### src/rtl/fetch_pkg.sv
// fetch_pkg: shared entry type, state encoding and constants for the fetch queue
package fetch_pkg;
   localparam int INST_BYTES = 4;
   typedef struct packed {
      logic [31:0] pc;
      logic [31:0] inst;
   } fetch_entry_t;
   typedef enum logic [1:0] {RUN, STALL, FLUSH} fetch_state_t;
endpackage

### src/rtl/fetch_fifo.sv
// fetch_fifo: in-order queue with flush; pointers carry an extra wrap bit
module fetch_fifo import fetch_pkg::*; #(
   parameter int  DEPTH = 4,
   parameter type T     = fetch_entry_t
) (
   input  logic                   clk,
   input  logic                   rst,
   input  logic                   push,
   input  T                       push_data,
   input  logic                   pop,
   input  logic                   flush,
   output logic                   full,
   output logic                   empty,
   output logic [$clog2(DEPTH):0] count,
   output T                       head
);
   localparam int AW = $clog2(DEPTH);
   logic [AW:0] wr_ptr, rd_ptr;
   T mem [DEPTH];
   assign count = wr_ptr - rd_ptr;
   assign empty = wr_ptr == rd_ptr;
   assign full  = (wr_ptr[AW] != rd_ptr[AW]) && (wr_ptr[AW-1:0] == rd_ptr[AW-1:0]);
   // head reads only stored state, so a push is never visible in the same cycle
   assign head  = empty ? '0 : mem[rd_ptr[AW-1:0]];
   always_ff @(posedge clk) begin
      if (rst || flush) begin
         wr_ptr <= '0;
         rd_ptr <= '0;
      end else begin
         if (push && !full) wr_ptr <= wr_ptr + (AW+1)'(1);
         if (pop && !empty) rd_ptr <= rd_ptr + (AW+1)'(1);
      end
   end
   always_ff @(posedge clk)
      if (push && !full) mem[wr_ptr[AW-1:0]] <= push_data;
endmodule

### src/rtl/inst_fetch_queue.sv
// inst_fetch_queue: credit-limited sequential fetch with redirect flush and stale-response drop
module inst_fetch_queue import fetch_pkg::*; #(
   parameter int          DEPTH       = 4,
   parameter int          MEM_LATENCY = 2,
   parameter logic [31:0] RESET_PC    = 32'h0000_0000
) (
   input  logic        clk,
   input  logic        rst_b,
   output logic        imem_req,
   output logic [31:0] imem_addr,
   input  logic        imem_valid,
   input  logic [31:0] imem_data,
   input  logic        redirect_en,
   input  logic [31:0] redirect_pc,
   input  logic        halted,
   output logic        inst_valid,
   output logic [31:0] inst,
   output logic [31:0] inst_pc,
   input  logic        inst_ready
);
   localparam int CW = $clog2(DEPTH) + 1;
   logic [31:0] fetch_pc;
   logic [31:0] tag_pc [MEM_LATENCY];
   logic [MEM_LATENCY-1:0] tag_vld;
   logic [CW-1:0] count, inflight, drop_cnt;
   logic resp, push, full, empty, credit;
   fetch_entry_t head, resp_entry;
   fetch_state_t state, state_nxt;
   // responses to requests issued before the last reset carry no valid tag and are ignored
   assign resp       = imem_valid && tag_vld[MEM_LATENCY-1];
   assign push       = resp && drop_cnt == '0 && !full;
   assign credit     = ({1'b0, count} + {1'b0, inflight}) < (CW+1)'(DEPTH);
   assign resp_entry = '{pc: tag_pc[MEM_LATENCY-1], inst: imem_data};
   fetch_fifo #(.DEPTH(DEPTH), .T(fetch_entry_t)) u_fifo (
      .clk       (clk),
      .rst       (rst_b),
      .push      (push),
      .push_data (resp_entry),
      .pop       (inst_valid && inst_ready),
      .flush     (redirect_en),
      .full      (full),
      .empty     (empty),
      .count     (count),
      .head      (head)
   );
   always_ff @(posedge clk)
      state <= rst_b ? RUN : state_nxt;
   always_comb
      state_nxt = redirect_en      ? FLUSH :
                  (state == FLUSH) ? RUN :
                  (state == RUN)   ? ((!credit || halted) ? STALL : RUN) :
                  (credit && !halted) ? RUN : STALL;
   always_comb begin
      imem_req   = !rst_b && !halted && !redirect_en && credit;
      imem_addr  = fetch_pc;
      inst_valid = !empty;
      inst       = head.inst;
      inst_pc    = head.pc;
   end
   always_ff @(posedge clk) begin
      if (rst_b) begin
         fetch_pc <= RESET_PC;
         inflight <= '0;
         drop_cnt <= '0;
         tag_vld  <= '0;
      end else begin
         for (int i = MEM_LATENCY - 1; i > 0; i--) tag_vld[i] <= tag_vld[i-1];
         tag_vld[0] <= imem_req;
         inflight   <= inflight + CW'(imem_req) - CW'(resp);
         fetch_pc   <= redirect_en ? {redirect_pc[31:2], 2'b00} :
                       imem_req    ? fetch_pc + 32'(INST_BYTES) : fetch_pc;
         // everything still outstanding at a redirect belongs to the old path
         drop_cnt   <= redirect_en ? inflight - CW'(resp) :
                       drop_cnt - CW'(resp && drop_cnt != '0);
      end
   end
   always_ff @(posedge clk) begin
      tag_pc[0] <= fetch_pc;
      for (int i = 1; i < MEM_LATENCY; i++) tag_pc[i] <= tag_pc[i-1];
   end
endmodule

### config.mk
export PLATFORM = sky130hd
export DESIGN_NAME = inst_fetch_queue
export DESIGN_NICKNAME = d
export VERILOG_FILES = /design/src/rtl/fetch_pkg.sv /design/src/rtl/fetch_fifo.sv /design/src/rtl/inst_fetch_queue.sv
export SDC_FILE = /design/constraint.sdc
export NUM_CORES = 1
export LEC_CHECK = 0
export ABC_AREA = 1
export ABC_CLOCK_PERIOD_IN_PS = 3900
export BUFFER_PORTS_ARGS = -buffer_cell sky130_fd_sc_hd__buf_4
export CAP_MARGIN = 0
export CORE_UTILIZATION = 44
export DETAILED_ROUTE_END_ITERATION = 8
export GPL_ROUTABILITY_DRIVEN = 0
export PLACE_DENSITY = 0.65
export SLEW_MARGIN = 25
export SYNTH_ARGS = -nofsm -noshare
export SYNTH_HDL_FRONTEND = slang
export SYNTH_SLANG_ARGS = --single-unit
### constraint.sdc
create_clock -name clk -period 3.9 [get_ports clk]
set_input_delay 0.585 -clock clk [delete_from_list [all_inputs] [get_ports clk]]
set_output_delay 0.585 -clock clk [all_outputs]
set_load 0.01 [all_outputs]
==> results of run 1 <==
## area by class of cell
cell class	instances	area, um^2
repair buffers	177	1416
inverters	80	300.3
fillers	2647	13980
well taps	396	495.5
flip-flops and latches	354	9574
clock buffers	54	1125
clock inverters	15	141.4
multi-input cells	806	3797
## final timing paths
kind	cells after the start	endpoint
setup / recovery	10	imem_req
hold / removal	1	u_fifo.mem[0][5]
setup reg to reg	13	inflight[1]
hold reg to reg	0	tag_pc[0][46]
## flip-flops by register name, indices dropped and copies added (netlist names), named ones only
register	cells
imem_addr	30
u_fifo.mem	248
tag_pc	60
tag_vld	2
inflight	3
u_fifo.wr_ptr	3
u_fifo.rd_ptr	3
drop_cnt	3
## power groups by stage
stage          registers, W  clock network (W)  logic (W)
2_1_floorplan       0.00422                  0   0.000141
3_5_place_dp        0.00424                  0   0.000284
3_3_place_gp        0.00424                  0   0.000278
4_1_cts             0.00416            0.00362   0.000286
6_report            0.00416            0.00355   0.000283
5_1_grt             0.00417            0.00377   0.000317
## metrics by stage
stage	total power [W]	worst slack, ns	setup TNS, ns
floorplan	0.004365	-0.1494	-27.79
CTS	0.008071	0.3600	0
global route	0.008261	0.2138	0
finish	0.007999	0.4061	0
global placement	0.004517	0.9146	0
detailed placement	0.004526	0.8458	0
## cells in the final DEF, fill, tap and decap left out, drive strengths merged
master,instances
a22oi,1
o21bai,3
o211ai,2
clkinv,11
bufinv,2
a21oi,94
or2,2
dfxtp,106
xor2,3
o21ai,144
conb,4
buf,177
nand4,1
fa,2
a31oi,5
edfxtp,248
and2,2
nand2,167
clkbuf,54
xnor2,6
inv,82
nand3,41
nor3,1
ha,16
nor2,312
## worst max-delay path, delay by kind of cell (launching register included)
family                   cells  cell delay, ns
flip-flops                   1            0.33
buffers and inverters        3            0.39
AND/OR/NAND/NOR              3            0.66
XOR/XNOR                     1            0.20
adder cells (fa/ha/maj)      3            0.79
## per-layer routing
metal	part of all wire, %	routed length [um]	track usage (%)	vias up
met3	7.0	2137	3.201	46
met1	43	12990	24.21	4359
li1	-	-	-	4688
met4	2.1	642	5.655	0
met5	0	0	0	-
met2	48	14670	32.58	292
## cells by family (layout without fill, tap and decap cells)
group                    count (synthesis)  count (layout)  share of synthesized area [%]
buffers and inverters                  142             326                          4.347
AND/OR/NAND/NOR                        526             526                          15.51
other                                    1               4                        0.02692
flip-flops                             354             354                          68.69
adder cells (fa/ha/maj)                 18              18                          1.724
XOR/XNOR                                 9               9                         0.5659
AO/OA/AOI/OAI                          249             249                          9.134
==> flow_metrics.py, run 1 <==
metrics = {
    "run": {
        "maxCapViolations": 0,
    },
    "cts": {
        "post_cts_buffers": 0,
        "htreeDepth": 2,
        "cts_root_buf": "clkbuf_16",
        "cts_tree": "yes",
        "cts_buffers": 38,
        "cts_hold_buf": 0,
        "cts.sinks": 354,
        "clock_latency_ns": 0.52,
        "cts_resized": 0,
        "clockBufferDepth": 3,
        "clk_pin_slew_ns": 0.06,
    },
    "yosys": {
        "synthesis.area_mm2": 0.01393,
        "yosysSeqAreaShare_pct": 68.69,
        "synth_cell_types": 34,
        "synth_flop_cell": "edfxtp_1",
        "async_flop_share_pct": 0,
        "yosysMostFrequentCell": "nor2_1",
        "synth_edf_count": 248,
        "synth_area_leaders": "edfxtp_1 53%, dfxtp_1 15%, nor2_1 8.0%, o21ai_0 5.1%, nand2_1 4.3%",
        "syn_avg_cell_area_um2": 10.72,
        "synth_common_cells": "297 x nor2_1, 248 x edfxtp_1, 161 x nand2_1, 143 x o21ai_0, 106 x dfxtp_1",
        "yosys_warnings": 0,
        "synth_top_area_cell": "edfxtp_1",
        "yosysTopAreaCellShare_pct": 53.46,
        "ys_ff_latch": 354,
        "synthCells": 1299,
    },
    "global_routing": {
        "antenna_found_initial": 0,
        "grt_overflow": 0,
        "grt_max_degree": 77,
        "grt_util_all_layers_pct": 18.84,
        "first_global_vias": 9095,
        "grt_pass1_wl_um": 47930,
    },
    "sta": {
        "finalCritPeriodShare_pct": 89.59,
        "rsz0062_at_grt": "no",
        "maxSlewHeadroom_pct": 39.45,
        "setup_viol": 0,
        "fmax_mhz": 286.2,
        "slew_viol_final": 0,
        "hold_ws_ns": 0.2775,
        "hold_viol": 0,
        "worstMarginPinSlew_ns": 0.9069,
        "skew_ns": 0.03074,
        "fin_crit_ns": 3.494,
    },
    "setup_path": {
        "cp-startpoint": "u_fifo.wr_ptr[0]",
        "cp_slowest_cell": "fa_1",
        "cp.required_ns": 3.31,
        "path_max_fanout": 23,
        "crit_chain": "inv_1, ha_1, inv_1, fa_1, xnor2_1, ha_1, nor2_1, nand2_4, nor2_8, buf_4",
        "r2r_slack_ns": 0.85,
        "endpoint_kind": "output pin",
        "cp_slowest_stage_delay_ns": 0.37,
        "criticalPathCategory": "flop to output pin",
        "arrival_ns": 2.91,
        "critPathLaunchType": "flop",
        "reg2reg_from": "u_fifo.wr_ptr[0]",
    },
    "die": {
        "initial_utilization_pct": 45.19,
        "die_area_mm2": 0.03238,
        "core_area_mm2": 0.03083,
        "die_h_um": 179.9,
        "std_cell_rows": 64,
        "io_pins": 168,
        "fp.dieW_um": 179.9,
    },
    "pwr": {
        "p_sw_w": 0.001626,
        "p_clk_share_pct": 44.4,
        "power.density_mw_per_mm2": 474.7,
        "vdd_drop_max_mv": 0.3323,
        "pwr-share-seq_pct": 52.0,
        "p_leak_nw": 6.430,
        "internal_power_w": 0.006373,
        "switching_share_pct": 20.33,
        "combinationalPowerShare_pct": 3.5,
    },
    "hold_path": {
        "min_from": "imem_data[5]",
        "min_path_type": "input pin to flop",
    },
    "place": {
        "postPlaceCellArea_mm2": 0.01558,
        "portBuffers": 161,
        "dpl.hpwl_um": 17810,
        "placed_cells": 1813,
    },
    "layout": {
        "fin_cells": 1882,
        "antennaDiodeCount": 0,
        "utilization_pct": 54.66,
        "fin_area_mm2": 0.01685,
        "area_delta_synth_final_pct": 20.95,
        "nNetsFinal": 1545,
        "layout-drive-gt1-share_pct": 18.17,
    },
    "detailed_routing": {
        "wirelength_um": 30440,
        "ant_nets": 0,
        "drtIter0Drc": 473,
        "via_per_inst": 4.987,
        "vias": 9385,
        "firstDrtPassIters": 7,
        "routedWlPerCell_um": 16.17,
        "drcViolationCount": 13,
    },
    "outcome": {
        "outcome": "finished, violations left",
        "failed_checks": "design-rule violations",
    },
}
Power figures use the tool's default switching activity.
==> run 2, diff against run 1 <==
- CELL_PAD_IN_SITES_DETAIL_PLACEMENT: unset -> 1
- CELL_PAD_IN_SITES_GLOBAL_PLACEMENT: unset -> 1
- CORE_UTILIZATION: 44 -> 42
- PLACE_DENSITY: 0.65 -> 0.75
- SYNTH_HIERARCHICAL: unset -> 1
==> run 2 against run 1 <==
Compared with the run above:
- the run now ends clean
- via count is 5.3% higher
- fmax is 8.3% higher
- clock-buffer cell count is 2 higher
- clock power is 3% lower
==> flow_metrics.py, run 2 <==
metrics = {
    "outcome": {
        "outcome": "finished, final reports clean",
    },
    "sta": {
        "finalCritPeriodShare_pct": 82.69,
        "worstMarginPinSlew_ns": 0.8879,
        "maxSlewHeadroom_pct": 40.81,
        "fmax_mhz": 310.1,
        "setup_viol": 0,
        "hold_ws_ns": 0.2525,
        "skew_ns": 0.01379,
        "hold_viol": 0,
        "fin_crit_ns": 3.225,
        "slew_viol_final": 0,
        "rsz0062_at_grt": "no",
    },
    "setup_path": {
        "crit_path_frequent_cell": "inv_1",
        "crit_chain": "inv_1, ha_1, nand2_1, inv_1, nand2_4, inv_4, buf_12, a21oi_1, buf_4",
        "arrival_ns": 2.64,
        "endpoint_kind": "output pin",
        "cp_num_buf_inv": 5,
        "cp_slowest_stage_delay_ns": 0.45,
        "criticalPathCategory": "flop to output pin",
        "cp_slowest_cell": "inv_4",
        "cp.required_ns": 3.31,
        "cp_top_family": "buffers and inverters",
        "critPathLaunchType": "flop",
        "path_max_fanout": 36,
    },
    "cts": {
        "clk_pin_slew_ns": 0.06,
        "cts_resized": 0,
        "cts.sinks": 362,
        "cts_tree": "yes",
        "clockBufferDepth": 3,
        "post_cts_buffers": 0,
        "cts_root_buf": "clkbuf_16",
        "htreeDepth": 2,
        "clock_latency_ns": 0.53,
        "cts_buffers": 38,
        "cts_hold_buf": 0,
    },
    "global_routing": {
        "antenna_found_initial": 0,
        "grt_overflow": 0,
        "grt_pass1_wl_um": 56500,
        "grt_max_degree": 69,
        "grt_util_all_layers_pct": 20.57,
        "first_global_vias": 10400,
    },
    "yosys": {
        "yosys_warnings": 6,
        "yosysMostFrequentCell": "nor2_1",
        "synth_cell_types": 35,
        "yosysSeqAreaShare_pct": 67.34,
        "yosysTopAreaCellShare_pct": 52.77,
        "synth_common_cells": "313 x nor2_1, 256 x edfxtp_1, 177 x nand2_1, 127 x o21ai_0, 106 x dfxtp_1",
        "synth_top_area_cell": "edfxtp_1",
        "synthesis.area_mm2": 0.01457,
        "syn_avg_cell_area_um2": 10.93,
        "synth_edf_count": 256,
        "synthCells": 1333,
        "synth_flop_cell": "edfxtp_1",
        "async_flop_share_pct": 0,
        "synth_area_leaders": "edfxtp_1 53%, dfxtp_1 15%, nor2_1 8.1%, nand2_1 4.6%, o21ai_0 4.4%",
        "ys_ff_latch": 362,
    },
    "pwr": {
        "vdd_drop_max_mv": 0.2788,
        "p_leak_nw": 6.553,
        "power.density_mw_per_mm2": 458.1,
    },
    "layout": {
        "largest_reg_flops": 256,
        "layout-drive-gt1-share_pct": 20.43,
        "nFillCells": 3742,
        "nNetsFinal": 1588,
        "antennaDiodeCount": 0,
        "final_cell_mix": "309 x nor2_1, 256 x edfxtp_1, 177 x nand2_1, 172 x buf_4, 127 x o21ai_0",
        "final_common_cell": "nor2_1",
        "utilization_pct": 51.33,
        "area_delta_synth_final_pct": 19.34,
    },
    "detailed_routing": {
        "via_per_inst": 5.005,
        "wirelength_um": 35590,
        "firstDrtPassIters": 4,
        "ant_nets": 0,
        "drcViolationCount": 0,
        "vias": 9885,
        "drtIter0Drc": 480,
        "routedWlPerCell_um": 18.02,
    },
    "die": {
        "std_cell_rows": 67,
        "initial_utilization_pct": 43.01,
        "io_pins": 168,
        "die_area_mm2": 0.03543,
        "fp.dieW_um": 188.2,
        "core_area_mm2": 0.03387,
        "die_h_um": 188.2,
    },
    "hold_path": {
        "min_path_type": "input pin to flop",
    },
    "run": {
        "maxCapViolations": 0,
    },
    "place": {
        "portBuffers": 163,
        "dpl.hpwl_um": 22250,
    },
}
==> run 2: changes by cell type after synthesis, sizes merged, moves of 3 or more <==
cell    previous run  this run
inv               80        63
clkinv             0        16
nand2            167       183
buf               27        42
clkbuf            35        21
nor2             312       324
o21ai            144       134
edfxtp           248       256
o21bai             3         7
nand3             41        44
nor3               1         4
==> run 2: final cells by class <==
class                      instances  area (um^2)  area share, %
inverter                          79        300.3          1.727
timing repair buffer             181         1471          8.464
clock inverter                    11        80.08         0.4606
clock buffer                      56         1112          6.398
tap                              448        560.5          3.224
sequential                       362         9814          56.46
multi-input combinational        838         4045          23.27
==> run 2: power by group <==
part / switching [W] / internal (W) / leakage [nW]
registers: 0.0000739 / 0.00418 / 3.22
logic: 0.000149 / 0.000125 / 2.76
clock network: 0.00139 / 0.00204 / 0.579
==> run 2: logic make-up (layout without fill, tap and decap cells) <==
family,after synthesis,count (layout),synth area share (%)
adder cells (fa/ha/maj),18,18,1.649
AO/OA/AOI/OAI,242,242,9.835
buffers and inverters,142,327,5.326
XOR/XNOR,9,9,0.5411
flip-flops,362,362,67.34
AND/OR/NAND/NOR,559,559,15.28
other,1,10,0.02574
==> run 2: routing by layer <==
layer  routed length (um)  track usage (%)  up-vias
li1                     -                -     4803
met1                15290            25.82     4843
met2                18190            37.00      193
met3                 1495            3.315       46
met4                  614            4.784        0
met5                    0                0        -
==> run 2: stage by stage <==
stage / area (um^2) / total power [W] / TNS, ns / setup slack, ns / instances
6_report: 17380 / 0.007964 / 0 / 0.6751 / 1975
5_1_grt: 17380 / 0.008247 / 0 / 0.5127 / 1975
4_1_cts: 17380 / 0.008067 / 0 / 0.6279 / 1975
3_5_place_dp: 16190 / 0.004617 / 0 / 0.8691 / 1908
3_3_place_gp: 16190 / 0.004600 / 0 / 0.9507 / 1908
2_1_floorplan: 14600 / 0.004449 / -133.61 / -0.5219 / 1342
==> run 2: worst paths after layout <==
check	start	to	slack (ns)	cells past startpoint
max reg2reg	u_fifo/wr_ptr[0]	inflight[2]	0.87	14
min	imem_data[22]	u_fifo/mem[2][22]	0.25	1
min reg2reg	tag_pc[0][21]	tag_pc[0][53]	0.32	0
max	u_fifo/wr_ptr[0]	inst[3]	0.68	9
==> run 3, diff against run 2 <==
- ABC_CLOCK_PERIOD_IN_PS: 3900 -> 3100
- CORE_UTILIZATION: 42 -> 44
- clock period: 3.9 -> 3.1 ns (I/O delays scaled with it)
==> run 3 against run 2 <==
Compared with the run above:
- global-route usage rose by 0.49 points
- sequential power rose by 26%
- critical path depth rose by 1
- power rose by 26%
- sequential cell count did not move
- hold slack got worse by 0.10 ns
- cell area rose by 0.68%
- sequential share of layout area fell by 0.38 points
- register-to-register slack got worse by 0.71 ns
- clock skew fell by 0.0030 ns
- critical endpoint is now imem_req
==> flow_metrics.py, run 3 (synthesized netlist as in run 2, its figures left out) <==
metrics = {
    "detailed_routing": {
        "drcViolationCount": 0,
        "wl_met2_um": 17790,
        "highest_layer": "met4",
        "routedWlPerCell_um": 17.75,
        "drt-met1-wl_um": 15080,
        "ant_nets": 0,
        "vias": 9816,
        "via_per_inst": 4.958,
        "wirelength_um": 35150,
        "wl_met3_um": 1660,
        "firstDrtPassIters": 4,
        "drtIter0Drc": 392,
    },
    "die": {
        "die_h_um": 184.0,
        "die_area_mm2": 0.03384,
        "initial_utilization_pct": 44.77,
        "core_area_mm2": 0.03254,
        "std_cell_rows": 66,
        "fp.dieW_um": 184.0,
        "io_pins": 168,
    },
    "setup_path": {
        "critPathLaunchType": "flop",
        "endpoint_kind": "output pin",
        "cp.required_ns": 2.63,
        "arrival_ns": 2.51,
        "criticalPathCategory": "flop to output pin",
        "path_max_fanout": 8,
    },
    "pwr": {
        "p_leak_nw": 6.611,
        "power.density_mw_per_mm2": 571.1,
        "switching_share_pct": 20.91,
        "pwr-share-seq_pct": 53.6,
        "p_sw_w": 0.002091,
        "p_clk_share_pct": 42.8,
        "vdd_drop_max_mv": 0.3243,
        "combinationalPowerShare_pct": 3.6,
        "internal_power_w": 0.007906,
    },
    "sta": {
        "fin_crit_ns": 2.978,
        "skew_ns": 0.01076,
        "worstMarginPinSlew_ns": 0.5950,
        "setup_viol": 0,
        "rsz0062_at_grt": "no",
        "finalCritPeriodShare_pct": 96.06,
        "maxSlewHeadroom_pct": 60.24,
        "hold_ws_ns": 0.1493,
        "tns_ns": 0,
        "setup_slack_ns": 0.1220,
        "fmax_mhz": 335.8,
        "slew_viol_final": 0,
        "hold_viol": 0,
    },
    "layout": {
        "area_delta_synth_final_pct": 20.16,
        "final_common_cell": "nor2_1",
        "largest_reg_flops": 256,
        "utilization_pct": 53.80,
        "layout-drive-gt1-share_pct": 21.72,
        "antennaDiodeCount": 0,
        "nNetsFinal": 1598,
        "final_cell_mix": "308 x nor2_1, 256 x edfxtp_1, 177 x buf_4, 176 x nand2_1, 126 x o21ai_0",
    },
    "place": {
        "dpl.hpwl_um": 21390,
        "portBuffers": 163,
        "place_ws_ns": 0.1397,
    },
    "global_routing": {
        "antenna_found_initial": 0,
        "grt_util_all_layers_pct": 21.07,
        "grt_pass1_wl_um": 54840,
        "first_global_vias": 10340,
        "grt_overflow": 0,
        "grt_max_degree": 79,
    },
    "run": {
        "maxCapViolations": 0,
    },
    "cts": {
        "cts_buffers": 39,
        "cts.sinks": 362,
        "htreeDepth": 2,
        "cts_tree": "yes",
        "clk_pin_slew_ns": 0.06,
        "cts_root_buf": "clkbuf_16",
        "clock_latency_ns": 0.52,
        "clockBufferDepth": 3,
    },
    "outcome": {
        "outcome": "finished, final reports clean",
    },
    "hold_path": {
        "min_path_type": "input pin to flop",
    },
}
-- run 3: changes by cell type in the layout (fill, tap and decap cells not counted), moves of 2 or more --
| cell | before | now |
|---|---|---|
| clkbuf_1 | 12 | 4 |
| buf_12 | 9 | 11 |
| inv_2 | 3 | 5 |
| clkinvlp_4 | 1 | 4 |
| inv_1 | 58 | 56 |
| buf_4 | 172 | 177 |
| clkinv_1 | 21 | 25 |
| clkinv_2 | 4 | 9 |
-- run 3: timing repair --
item | 4_1_cts | 5_1_grt
hold buffers | 0 | 0
buffers inserted | 1 | 6
gates cloned | 1 | 0
pin swaps | 2 | 4
resized for setup | 5 | 7
endpoints found under the setup margin | 1 | 2
-- run 3: power groups by stage --
stage / Combinational (W) / Sequential [W] / Clock [W]
final: 0.000363 / 0.00536 / 0.00428
after CTS: 0.000360 / 0.00536 / 0.00441
after detailed placement: 0.000348 / 0.00546 / 0
after global routing: 0.000406 / 0.00537 / 0.00458
after floorplan: 0.000165 / 0.00543 / 0
after global placement: 0.000334 / 0.00545 / 0
-- run 3: stage by stage --
step | instance area, um^2 | total power, W | cells
6_report | 17500 | 0.009996 | 1980
5_1_grt | 17500 | 0.01035 | 1980
4_1_cts | 17440 | 0.01012 | 1974
3_5_place_dp | 16200 | 0.005806 | 1903
3_3_place_gp | 16200 | 0.005786 | 1903
2_1_floorplan | 14610 | 0.005597 | 1342
-- run 3: per-layer routing --
metal	vias up	global-route usage, %
met4	0	5.433
met1	4766	25.62
met3	52	4.140
met5	-	0
li1	4811	-
met2	187	38.02
-- run 3: worst paths after layout --
check	from	to	slack [ns]	cells after the start
setup reg to reg	u_fifo/wr_ptr[0]	inflight[2]	0.16	15
hold reg to reg	tag_pc[0][12]	tag_pc[0][44]	0.32	0
setup / recovery	u_fifo/wr_ptr[0]	imem_req	0.12	10
hold / removal	imem_data[17]	u_fifo/mem[0][17]	0.15	1
-- run 3: layout make-up --
cell class	instances	area, um^2
Fill cell	3581	15030
Sequential cell	362	9816
Multi-Input combinational cell	838	4055
Timing Repair Buffer	190	1593
Clock buffer	48	1082
Tap cell	442	553.0
Inverter	79	300.3
Clock inverter	21	103.9
-- run 3: critical path, cell delays in order (launching register included) --
cell,delay (ns)
dfxtp_2,0.34
inv_2,0.06
ha_2,0.19
fa_2,0.53
inv_1,0.05
ha_1,0.28
nand3_1,0.08
nand2_2,0.08
nor2_4,0.13
buf_12,0.14
buf_4,0.12
